--- src/rtl/uart_cmd_framer_pkg.sv ---
// Shared state encodings and size helpers for the UART command framer.
package uart_cmd_framer_pkg;
  typedef enum logic [1:0] {RX_WAIT = 2'd0, RX_ACK = 2'd1, RX_FULL = 2'd2} rx_state_t;
  typedef enum logic [1:0] {TX_IDLE = 2'd0, TX_HDR = 2'd1, TX_BYTE = 2'd2} tx_state_t;

  function automatic int pkt_bytes(input int op_bytes, input int n_ops);
    return 1 + n_ops * op_bytes;
  endfunction

  // Bits needed to hold values 0..n-1 (never less than 1).
  function automatic int cnt_w(input int n);
    return (n > 1) ? $clog2(n) : 1;
  endfunction
endpackage

--- src/rtl/uart_cmd_framer_tx.sv ---
// Result serialiser: latches a result (plus optional cmd header) and streams it MSB first.
module uart_cmd_framer_tx
  import uart_cmd_framer_pkg::*;
#(
  parameter int RES_BYTES = 4,
  parameter int RESP_HDR  = 0
) (
  input  logic                   CLK,
  input  logic                   RESETn,
  input  logic [RES_BYTES*8-1:0] i_res_data,
  input  logic                   i_res_valid,
  output logic                   o_res_ready,
  input  logic [7:0]             i_cmd,
  output logic [7:0]             o_tx,
  output logic                   o_tx_valid,
  input  logic                   i_tx_ready
);
  localparam int TXB = RES_BYTES + RESP_HDR;
  localparam int TXW = 8 * TXB;
  localparam int BW  = cnt_w(TXB + 1);

  tx_state_t       r_st;
  logic [TXW-1:0]  r_sh;
  logic [BW-1:0]   r_left;
  logic            r_res_ready;
  logic            r_tx_valid;

  assign o_tx        = r_sh[TXW-1 -: 8];
  assign o_tx_valid  = r_tx_valid;
  assign o_res_ready = r_res_ready;

  always_ff @(posedge CLK or negedge RESETn) begin
    if (!RESETn) begin
      r_st        <= TX_IDLE;
      r_sh        <= '0;
      r_left      <= '0;
      r_res_ready <= 1'b1;
      r_tx_valid  <= 1'b0;
    end else begin
      case (r_st)
        TX_IDLE: if (i_res_valid) begin
          // Cast drops the cmd byte when no header is configured.
          r_sh        <= TXW'({i_cmd, i_res_data});
          r_left      <= BW'(TXB);
          r_res_ready <= 1'b0;
          r_tx_valid  <= 1'b1;
          r_st        <= (RESP_HDR != 0) ? TX_HDR : TX_BYTE;
        end
        TX_HDR, TX_BYTE: if (i_tx_ready) begin
          r_sh   <= r_sh << 8;
          r_left <= r_left - 1'b1;
          r_st   <= TX_BYTE;
          if (r_left == BW'(1)) begin
            r_tx_valid  <= 1'b0;
            r_res_ready <= 1'b1;
            r_st        <= TX_IDLE;
          end
        end
        default: r_st <= TX_IDLE;
      endcase
    end
  end
endmodule

--- src/rtl/uart_cmd_framer.sv ---
// Command framer: assembles cmd+operand packets from a 4-phase RX byte link and
// hands results to the TX serialiser; stalled partial packets are dropped on timeout.
module uart_cmd_framer
  import uart_cmd_framer_pkg::*;
#(
  parameter int OP_BYTES    = 4,
  parameter int N_OPS       = 2,
  parameter int RES_BYTES   = 4,
  parameter int RESP_HDR    = 0,
  parameter int TIMEOUT_CYC = 100000
) (
  input  logic                        CLK,
  input  logic                        RESETn,
  input  logic [7:0]                  UART_RX,
  input  logic                        UART_RX_valid,
  output logic                        UART_RX_ack,
  output logic [7:0]                  PKT_CMD,
  output logic [N_OPS*OP_BYTES*8-1:0] PKT_OPS,
  output logic                        PKT_valid,
  input  logic                        PKT_ready,
  input  logic [RES_BYTES*8-1:0]      RES_DATA,
  input  logic                        RES_valid,
  output logic                        RES_ready,
  output logic [7:0]                  UART_TX,
  output logic                        UART_TX_valid,
  input  logic                        UART_TX_ready,
  output logic                        ERR_TIMEOUT
);
  localparam int PKT_BYTES = pkt_bytes(OP_BYTES, N_OPS);
  localparam int CW        = cnt_w(PKT_BYTES + 1);
  localparam int TW        = cnt_w(TIMEOUT_CYC);
  localparam logic [CW-1:0] CNT_FULL = CW'(PKT_BYTES);
  localparam logic [TW-1:0] TLIM     = TW'((TIMEOUT_CYC > 0) ? TIMEOUT_CYC - 1 : 0);

  rx_state_t              r_rx_st;
  logic [CW-1:0]          r_cnt;
  logic [TW-1:0]          r_timer;
  logic [PKT_BYTES*8-1:0] r_pkt;
  logic                   r_ack;
  logic                   r_pkt_valid;
  logic                   r_err;
  logic [7:0]             r_last_cmd;
  logic                   w_tmo_run;
  logic                   w_expire;

  // Timer only runs while waiting on the sender between bytes of a partial packet.
  assign w_tmo_run = (TIMEOUT_CYC != 0) && (r_rx_st == RX_WAIT) && (r_cnt != '0);
  assign w_expire  = w_tmo_run && (r_timer == TLIM);

  assign UART_RX_ack = r_ack;
  assign PKT_CMD     = r_pkt[PKT_BYTES*8-1 -: 8];
  assign PKT_OPS     = r_pkt[N_OPS*OP_BYTES*8-1:0];
  assign PKT_valid   = r_pkt_valid;
  assign ERR_TIMEOUT = r_err;

  always_ff @(posedge CLK or negedge RESETn) begin
    if (!RESETn) begin
      r_rx_st     <= RX_WAIT;
      r_cnt       <= '0;
      r_timer     <= '0;
      r_pkt       <= '0;
      r_ack       <= 1'b0;
      r_pkt_valid <= 1'b0;
      r_err       <= 1'b0;
      r_last_cmd  <= '0;
    end else begin
      r_err <= 1'b0;
      case (r_rx_st)
        RX_WAIT: begin
          // Expiry beats a coincident byte offer; that byte lands as index 0 next cycle.
          if (w_expire) begin
            r_cnt   <= '0;
            r_timer <= '0;
            r_err   <= 1'b1;
          end else if (UART_RX_valid) begin
            for (int i = 0; i < PKT_BYTES; i++)
              if (r_cnt == CW'(i)) r_pkt[8*(PKT_BYTES-1-i) +: 8] <= UART_RX;
            r_ack   <= 1'b1;
            r_timer <= '0;
            r_rx_st <= RX_ACK;
          end else if (w_tmo_run) begin
            r_timer <= r_timer + 1'b1;
          end
        end
        RX_ACK: if (!UART_RX_valid) begin
          r_ack <= 1'b0;
          r_cnt <= r_cnt + 1'b1;
          if (r_cnt + 1'b1 == CNT_FULL) begin
            r_pkt_valid <= 1'b1;
            r_rx_st     <= RX_FULL;
          end else begin
            r_rx_st <= RX_WAIT;
          end
        end
        RX_FULL: if (PKT_ready) begin
          r_pkt_valid <= 1'b0;
          r_cnt       <= '0;
          r_last_cmd  <= r_pkt[PKT_BYTES*8-1 -: 8];
          r_rx_st     <= RX_WAIT;
        end
        default: r_rx_st <= RX_WAIT;
      endcase
    end
  end

  uart_cmd_framer_tx #(.RES_BYTES(RES_BYTES), .RESP_HDR(RESP_HDR)) u_tx (
    .CLK        (CLK),
    .RESETn     (RESETn),
    .i_res_data (RES_DATA),
    .i_res_valid(RES_valid),
    .o_res_ready(RES_ready),
    .i_cmd      (r_last_cmd),
    .o_tx       (UART_TX),
    .o_tx_valid (UART_TX_valid),
    .i_tx_ready (UART_TX_ready)
  );
endmodule

--- config.mk ---
export PLATFORM = sky130hd
export DESIGN_NAME = uart_cmd_framer
export DESIGN_NICKNAME = d
export VERILOG_FILES = /design/src/rtl/uart_cmd_framer_pkg.sv /design/src/rtl/uart_cmd_framer_tx.sv /design/src/rtl/uart_cmd_framer.sv
export SDC_FILE = /design/constraint.sdc
export NUM_CORES = 1
export LEC_CHECK = 0
export BUFFER_PORTS_ARGS = -buffer_cell sky130_fd_sc_hd__clkbuf_2
export CAP_MARGIN = 20
export CORE_MARGIN = 2
export CORE_UTILIZATION = 49
export DETAILED_ROUTE_END_ITERATION = 12
export HOLD_SLACK_MARGIN = 0.06
export PLACE_DENSITY_LB_ADDON = 0.1
export SETUP_SLACK_MARGIN = 0.1
export SLEW_MARGIN = 20
export SYNTH_ARGS = -nofsm -noshare
export SYNTH_HDL_FRONTEND = slang
export SYNTH_SLANG_ARGS = --single-unit
--- constraint.sdc ---
create_clock -name CLK -period 2.5 [get_ports CLK]
set_clock_uncertainty 0.15 [all_clocks]
set_input_delay 0.25 -clock CLK [delete_from_list [all_inputs] [get_ports CLK]]
set_output_delay 0.25 -clock CLK [all_outputs]
set_load 0.005 [all_outputs]
==> results of run 1 <==
==> what timing repair did <==
action	CTS	global route
gates resized for setup	6	5
setup endpoints to repair	50	67
buffers inserted	3	2
hold endpoints to repair	105	0
pin swaps	3	2
hold buffers	42	0
==> state kept, by name (all words and copies together), names as in the netlist <==
name and cells:
r_cnt 4, u_tx.r_sh 32, u_tx.r_left 3, u_tx.o_tx_valid 1, UART_RX_ack 1, r_pkt 72
u_tx.o_res_ready 1, r_timer 17, u_tx.r_st 1, PKT_valid 1, r_rx_st 2, ERR_TIMEOUT 1
==> layout by cell type, fill, tap and decap left out, types with 4 or more instances in the layout <==
master / netlist / layout
mux2_1: 18 / 18
nand4_1: 4 / 4
mux2i_1: 26 / 26
buf_4: 9 / 34
mux2_2: 39 / 39
mux2_4: 16 / 16
a21oi_1: 9 / 8
nand2_1: 48 / 48
nor2b_1: 4 / 4
nor4_1: 5 / 4
ha_1: 7 / 6
clkbuf_8: 0 / 4
dlygate4sd3_1: 0 / 42
inv_1: 6 / 4
a22o_1: 14 / 14
nor2_1: 14 / 13
a21o_1: 4 / 4
nor3_1: 5 / 5
clkbuf_2: 1 / 129
clkbuf_16: 0 / 17
o21ai_0: 37 / 37
a31oi_1: 4 / 4
nand3_1: 18 / 18
dfrtp_1: 135 / 135
==> how the worst min path moves through the flow <==
stage / slack (ps) / startpoint / endpoint / cells after the start
2_1_floorplan: -200 / RESETn / ERR_TIMEOUT$_DFF_PN0_ / 0
5_1_grt: 80 / UART_RX[4] / r_pkt[12]$_DFFE_PN0P_ / 2
4_1_cts: 60 / UART_RX[7] / r_pkt[55]$_DFFE_PN0P_ / 2
3_5_place_dp: 150 / RESETn / r_timer[16]$_DFFE_PN0P_ / 1
3_3_place_gp: 140 / RESETn / r_timer[16]$_DFFE_PN0P_ / 1
6_report: 70 / UART_RX[4] / r_pkt[12]$_DFFE_PN0P_ / 2
==> power groups by stage <==
| stage | Clock [mW] | Sequential (mW) | Combinational (mW) |
|---|---|---|---|
| 5_1_grt | 2.60 | 3.57 | 2.90 |
| 6_report | 2.45 | 3.48 | 2.61 |
| 4_1_cts | 2.50 | 3.48 | 2.62 |
| 3_3_place_gp | 0 | 3.46 | 2.46 |
| 2_1_floorplan | 0 | 3.45 | 1.51 |
| 3_5_place_dp | 0 | 3.51 | 2.53 |
==> critical path: cells and delay by family (launching register included) <==
family / cells / cell delay [ps]
and+or+nand+nor: 4 / 1410
DFF: 1 / 380
muxes: 1 / 320
==> stage by stage <==
step	power (mW)	setup TNS, ps	utilization	worst slack (ps)	cell area [sq um]
2_1_floorplan	4.966	0	-	117.3	6122
3_3_place_gp	5.919	0	0.5804	47.47	7029
3_5_place_dp	6.039	-86.86	0.5804	-86.86	7029
4_1_cts	8.599	0	0.6660	102.9	8066
5_1_grt	9.075	0	0.6685	26.75	8097
6_report	8.545	0	0.6685	110.5	8097
==> final cells by class <==
class	count	area [sq um]	area share
repair buffers	207	1353	0.1671
flip-flops and latches	136	3405	0.4205
clock inverters	7	92.59	0.01144
multi-input cells	317	2522	0.3115
well taps	168	210.2	0.02596
inverters	6	22.52	0.002782
clock buffers	24	491.7	0.06073
==> logic make-up after synthesis <==
kind of cell / share of synthesized area
AO/OA/AOI/OAI: 0.08238
XOR/XNOR: 0.001435
adder cells (fa/ha/maj): 0.01434
buffers and inverters: 0.03729
flip-flops: 0.5576
multiplexers: 0.1871
AND/OR/NAND/NOR: 0.1199
==> cells in the mapped netlist, drive strengths merged (5+ instances only) <==
cell type    n
nand3       19
and4         5
nor3         5
nand2       49
ha           7
a22o        14
mux2i       26
mux2        73
clkbuf      11
nor2        16
buf         20
nand4        7
a21oi        9
o21ai       39
dfrtp      135
nor4         6
inv          6
==> per-layer routing <==
layer  track usage  share of wire  vias to the layer above
met5             0              0                        -
met1        0.3099           0.45                     2257
met4       0.07063         0.0099                        0
met3       0.06119          0.042                       15
li1              -              -                     2157
met2        0.3653           0.49                      109
==> results.tsv, run 1 <==
metric	value	unit
nets	738	
worst-setup-path-type	flip-flop to flip-flop	
cp_slowest_cell	or4b_4	
die_area	13370	sq um
yosysWarnings	0	
report.final.setup_viol	0	
grt_overflow	0	
num_rows	40	
reg2reg_depth	5	
synth_seq_cells	136	
dp_hpwl	9.904	mm
rrSetupSlack	110	ps
worst_pin_slew	643.9	ps
h-tree-depth	4	
routed_via_density	5.246	
hold_class	primary input to flip-flop	
crit_end	r_pkt[1]$_DFFE_PN0P_	
dr.pass1.iters	4	
grt_max_degree	68	
antenna_found_initial	0	
seq_area_frac_synth	0.5576	
crit_path_cell_trace	or4b_4 -> or4_4 -> nor2_4 -> or4_4 -> mux2_4	
drc_errors	0	
avgSynthCellArea	12.46	sq um
netlist_instances	490	
start_util	0.5041	
drt_wl_total	14.78	mm
required	2650	ps
switching_share	0.3020	
min_period	2389	ps
outcome	finished, final reports clean	
cts.path.max_buffers	2	
place_congestion	0.8112	
crit_fanout	8	
dp_cells	787	
post-route-period-util	0.9558	
crit_path_frequent_cell	or4_4	
p_switching	2.580	mW
hold_viol	0	
synth_nets	543	
cts.sink_count	136	
design.core.area	12110	sq um
r2r-end	r_pkt[1]$_DFFE_PN0P_	
p_per_area	1055	nW/um^2
grt_pass1_vias	4538	
comb_power_share	0.306	
routedWlPerCell	17.08	um
dr.first_iter.drc_count	208	
drive_gt1_frac	0.3960	
clock_latency	420	ps
synth.distinct_cells	56	
fp.dieH	115.6	um
startpoint	r_timer[11]$_DFFE_PN0P_	
cts_buffers	17	
fmax	418.5	MHz
relSlewSlack	0.5707	
rsz0062_at_grt	true	
ir_worst_vdd	0.4946	mV
max_stage_delay	580	ps
clockPowerShare	0.287	
portBuffers	130	
ys.flop_type	dfrtp_1	
syn2layout_area_growth	32.60	%
slew_violations	0	
grt_util_all_layers	0.2293	
clock-root-buffer	clkbuf_16	
synthTopCellsByArea	dfrtp_1 55%, mux2_2 7.2%, mux2i_1 4.3%, mux2_4 3.9%, mux2_1 3.3%	
cap_viol_max_count	0	
critPathArrivalTime	2540	ps
grt_pass1_wl	23.33	mm
io_pins	131	
start_kind	flip-flop	
antenna_cells	0	
nFillCells	945	
endpoint_kind	flip-flop	
sequentialPowerShare	0.407	
dieWidth	115.6	um
via_count	4538	
power_leakage	4.107	nW
cts_tree	built	
r2r-start	r_timer[11]$_DFFE_PN0P_	
synth_top_area_cell	dfrtp_1	
whs	70.14	ps
syn_area	6106	sq um
synth_top_area_frac	0.5533	
synth_edf_count	0	
async_flop_share	1.000	
drtAntennaViolNets	0	
fin_cells	865	
p_int	5.965	mW
cts.clk_slew.worst_paths	60	ps
No activity file was read; power rests on OpenSTA's default activity.
==> inputs of run 2 (changes only) <==
- BUFFER_PORTS_ARGS: -buffer_cell sky130_fd_sc_hd__clkbuf_2 -> default
- CORE_UTILIZATION: 49 -> 55
- DONT_BUFFER_PORTS: default -> 1
==> run 2 against run 1 <==
Effect of this change: the run now ends with hold timing left; highest routed layer unchanged; cell area decreased by 7.8%; clock power is 7% higher; critical path type unchanged; largest power group unchanged; global-route usage increased by 0.70 points; count of clock-buffer cells in the layout down 4.
==> results.tsv, run 2 (same netlist as run 1, synthesis figures left out) <==
metric	value	unit
nets	611	
fin_cells	711	
routed_via_density	5.662	
critPathArrivalTime	2650	ps
io_pins	131	
drtAntennaViolNets	0	
relSlewSlack	0.5770	
hold_buffers	45	
fp.dieH	109.4	um
h-tree-depth	4	
routedWlPerCell	19.19	um
p_total	8.154	mW
largest_reg_flops	72	
clock_latency	520	ps
portBuffers	0	
design.core.area	10840	sq um
grt_max_degree	137	
worst_pin_slew	633.8	ps
reg_top3	r_pkt (72), u_tx.r_sh (32), r_timer (17)	
required	2760	ps
hold_viol	136	
via_count	4026	
whs	-729.5	ps
outcome	finished with violations	
cts.sink_count	136	
drc_errors	0	
cts.clk_slew.worst_paths	70	ps
worst-setup-path-type	flip-flop to flip-flop	
r2r-end	r_pkt[1]$_DFFE_PN0P_	
antenna_cells	0	
dr.pass1.iters	4	
grt_overflow	0	
antenna_found_initial	0	
regArea	3405	sq um
rrSetupSlack	110	ps
slew_violations	0	
drt_wl_total	13.64	mm
fmax	418.0	MHz
tns	0	ps
final_cell_mix	135 x dfrtp_1, 48 x nand2_1, 45 x dlygate4sd3_1	
start_kind	flip-flop	
report.final.setup_viol	0	
drive_gt1_frac	0.2609	
p_per_area	1092	nW/um^2
cts.path.max_buffers	2	
ir_worst_vdd	0.5561	mV
start_util	0.5633	
crit_fanout	8	
endpoint_kind	flip-flop	
dp_cells	628	
syn2layout_area_growth	22.27	%
num_rows	38	
grt_pass1_vias	4000	
reg2reg_depth	5	
mostFrequentLayoutCell	dfrtp_1	
cts_tree	built	
cts_buffers	17	
clock-root-buffer	clkbuf_8	
hold_class	primary input to asynchronous set/reset pin	
grt_util_all_layers	0.2363	
dr.first_iter.drc_count	305	
largest-register	r_pkt	
violations	hold timing	
cap_viol_max_count	0	
place_congestion	0.8699	
fin_util	0.6887	
dp_hpwl	8.710	mm
nFillCells	774	
dieWidth	109.4	um
multi_input_area	2517	sq um
post-route-period-util	0.9569	
grt_pass1_wl	21.41	mm
rsz0062_at_grt	true	
power_leakage	3.575	nW
min_period	2392	ps
startpoint	r_timer[11]$_DFFE_PN0P_	
r2r-start	r_timer[11]$_DFFE_PN0P_	
die_area	11960	sq um
[run 2: layout make-up]
class                   instances  area share
multi-input cells             317      0.3372
well taps                     140     0.02346
clock inverters                12     0.02212
repair buffers                 80     0.09720
clock buffers                  20     0.06100
inverters                       6    0.003017
flip-flops and latches        136      0.4560
[run 2: power breakdown]
part / internal, mW / switching (mW)
Clock: 1.62 / 0.991
Sequential: 3.00 / 0.638
Combinational: 1.04 / 0.869
[run 2: worst max path at each step]
stage               cells after the start                      end  slack [ps]
floorplan                               9     r_pkt[0]$_DFFE_PN0P_         120
global placement                        6    r_pkt[52]$_DFFE_PN0P_          60
detailed placement                      8  r_timer[13]$_DFFE_PN0P_         -90
CTS                                     5    r_pkt[53]$_DFFE_PN0P_          90
global route                            6    r_pkt[18]$_DFFE_PN0P_          30
finish                                  5     r_pkt[1]$_DFFE_PN0P_         110
[run 2: what timing repair did]
| action | in CTS | in global routing |
|---|---|---|
| pin swaps | 0 | 4 |
| setup endpoints to repair | 54 | 70 |
| setup buffers | 0 | 6 |
| gates resized for setup | 6 | 3 |
| hold endpoints to repair | 263 | 136 |
[run 2: layer usage]
metal,up-vias,GRT usage,share of wire
met2,112,0.3616,0.48
met4,0,0.05877,0.0069
li1,1905,-,-
met5,-,0,0
met1,2001,0.3310,0.46
met3,8,0.07232,0.062
[run 2: metrics by stage]
stage	worst slack (ps)	hold slack [ps]	instance area (sq um)
global route	28.66	-757.3	7466
CTS	91.68	-750.0	7411
finish	107.9	-729.5	7466
floorplan	117.3	-195.6	6122
detailed placement	-90.34	-193.0	6330
global placement	56.91	-193.0	6330
[run 2: critical path, stage by stage, from the launching register on]
cell	delay (ps)
dfrtp_1	380
or4b_4	580
or4_4	480
nor2_4	140
or4_4	230
mux2_4	320
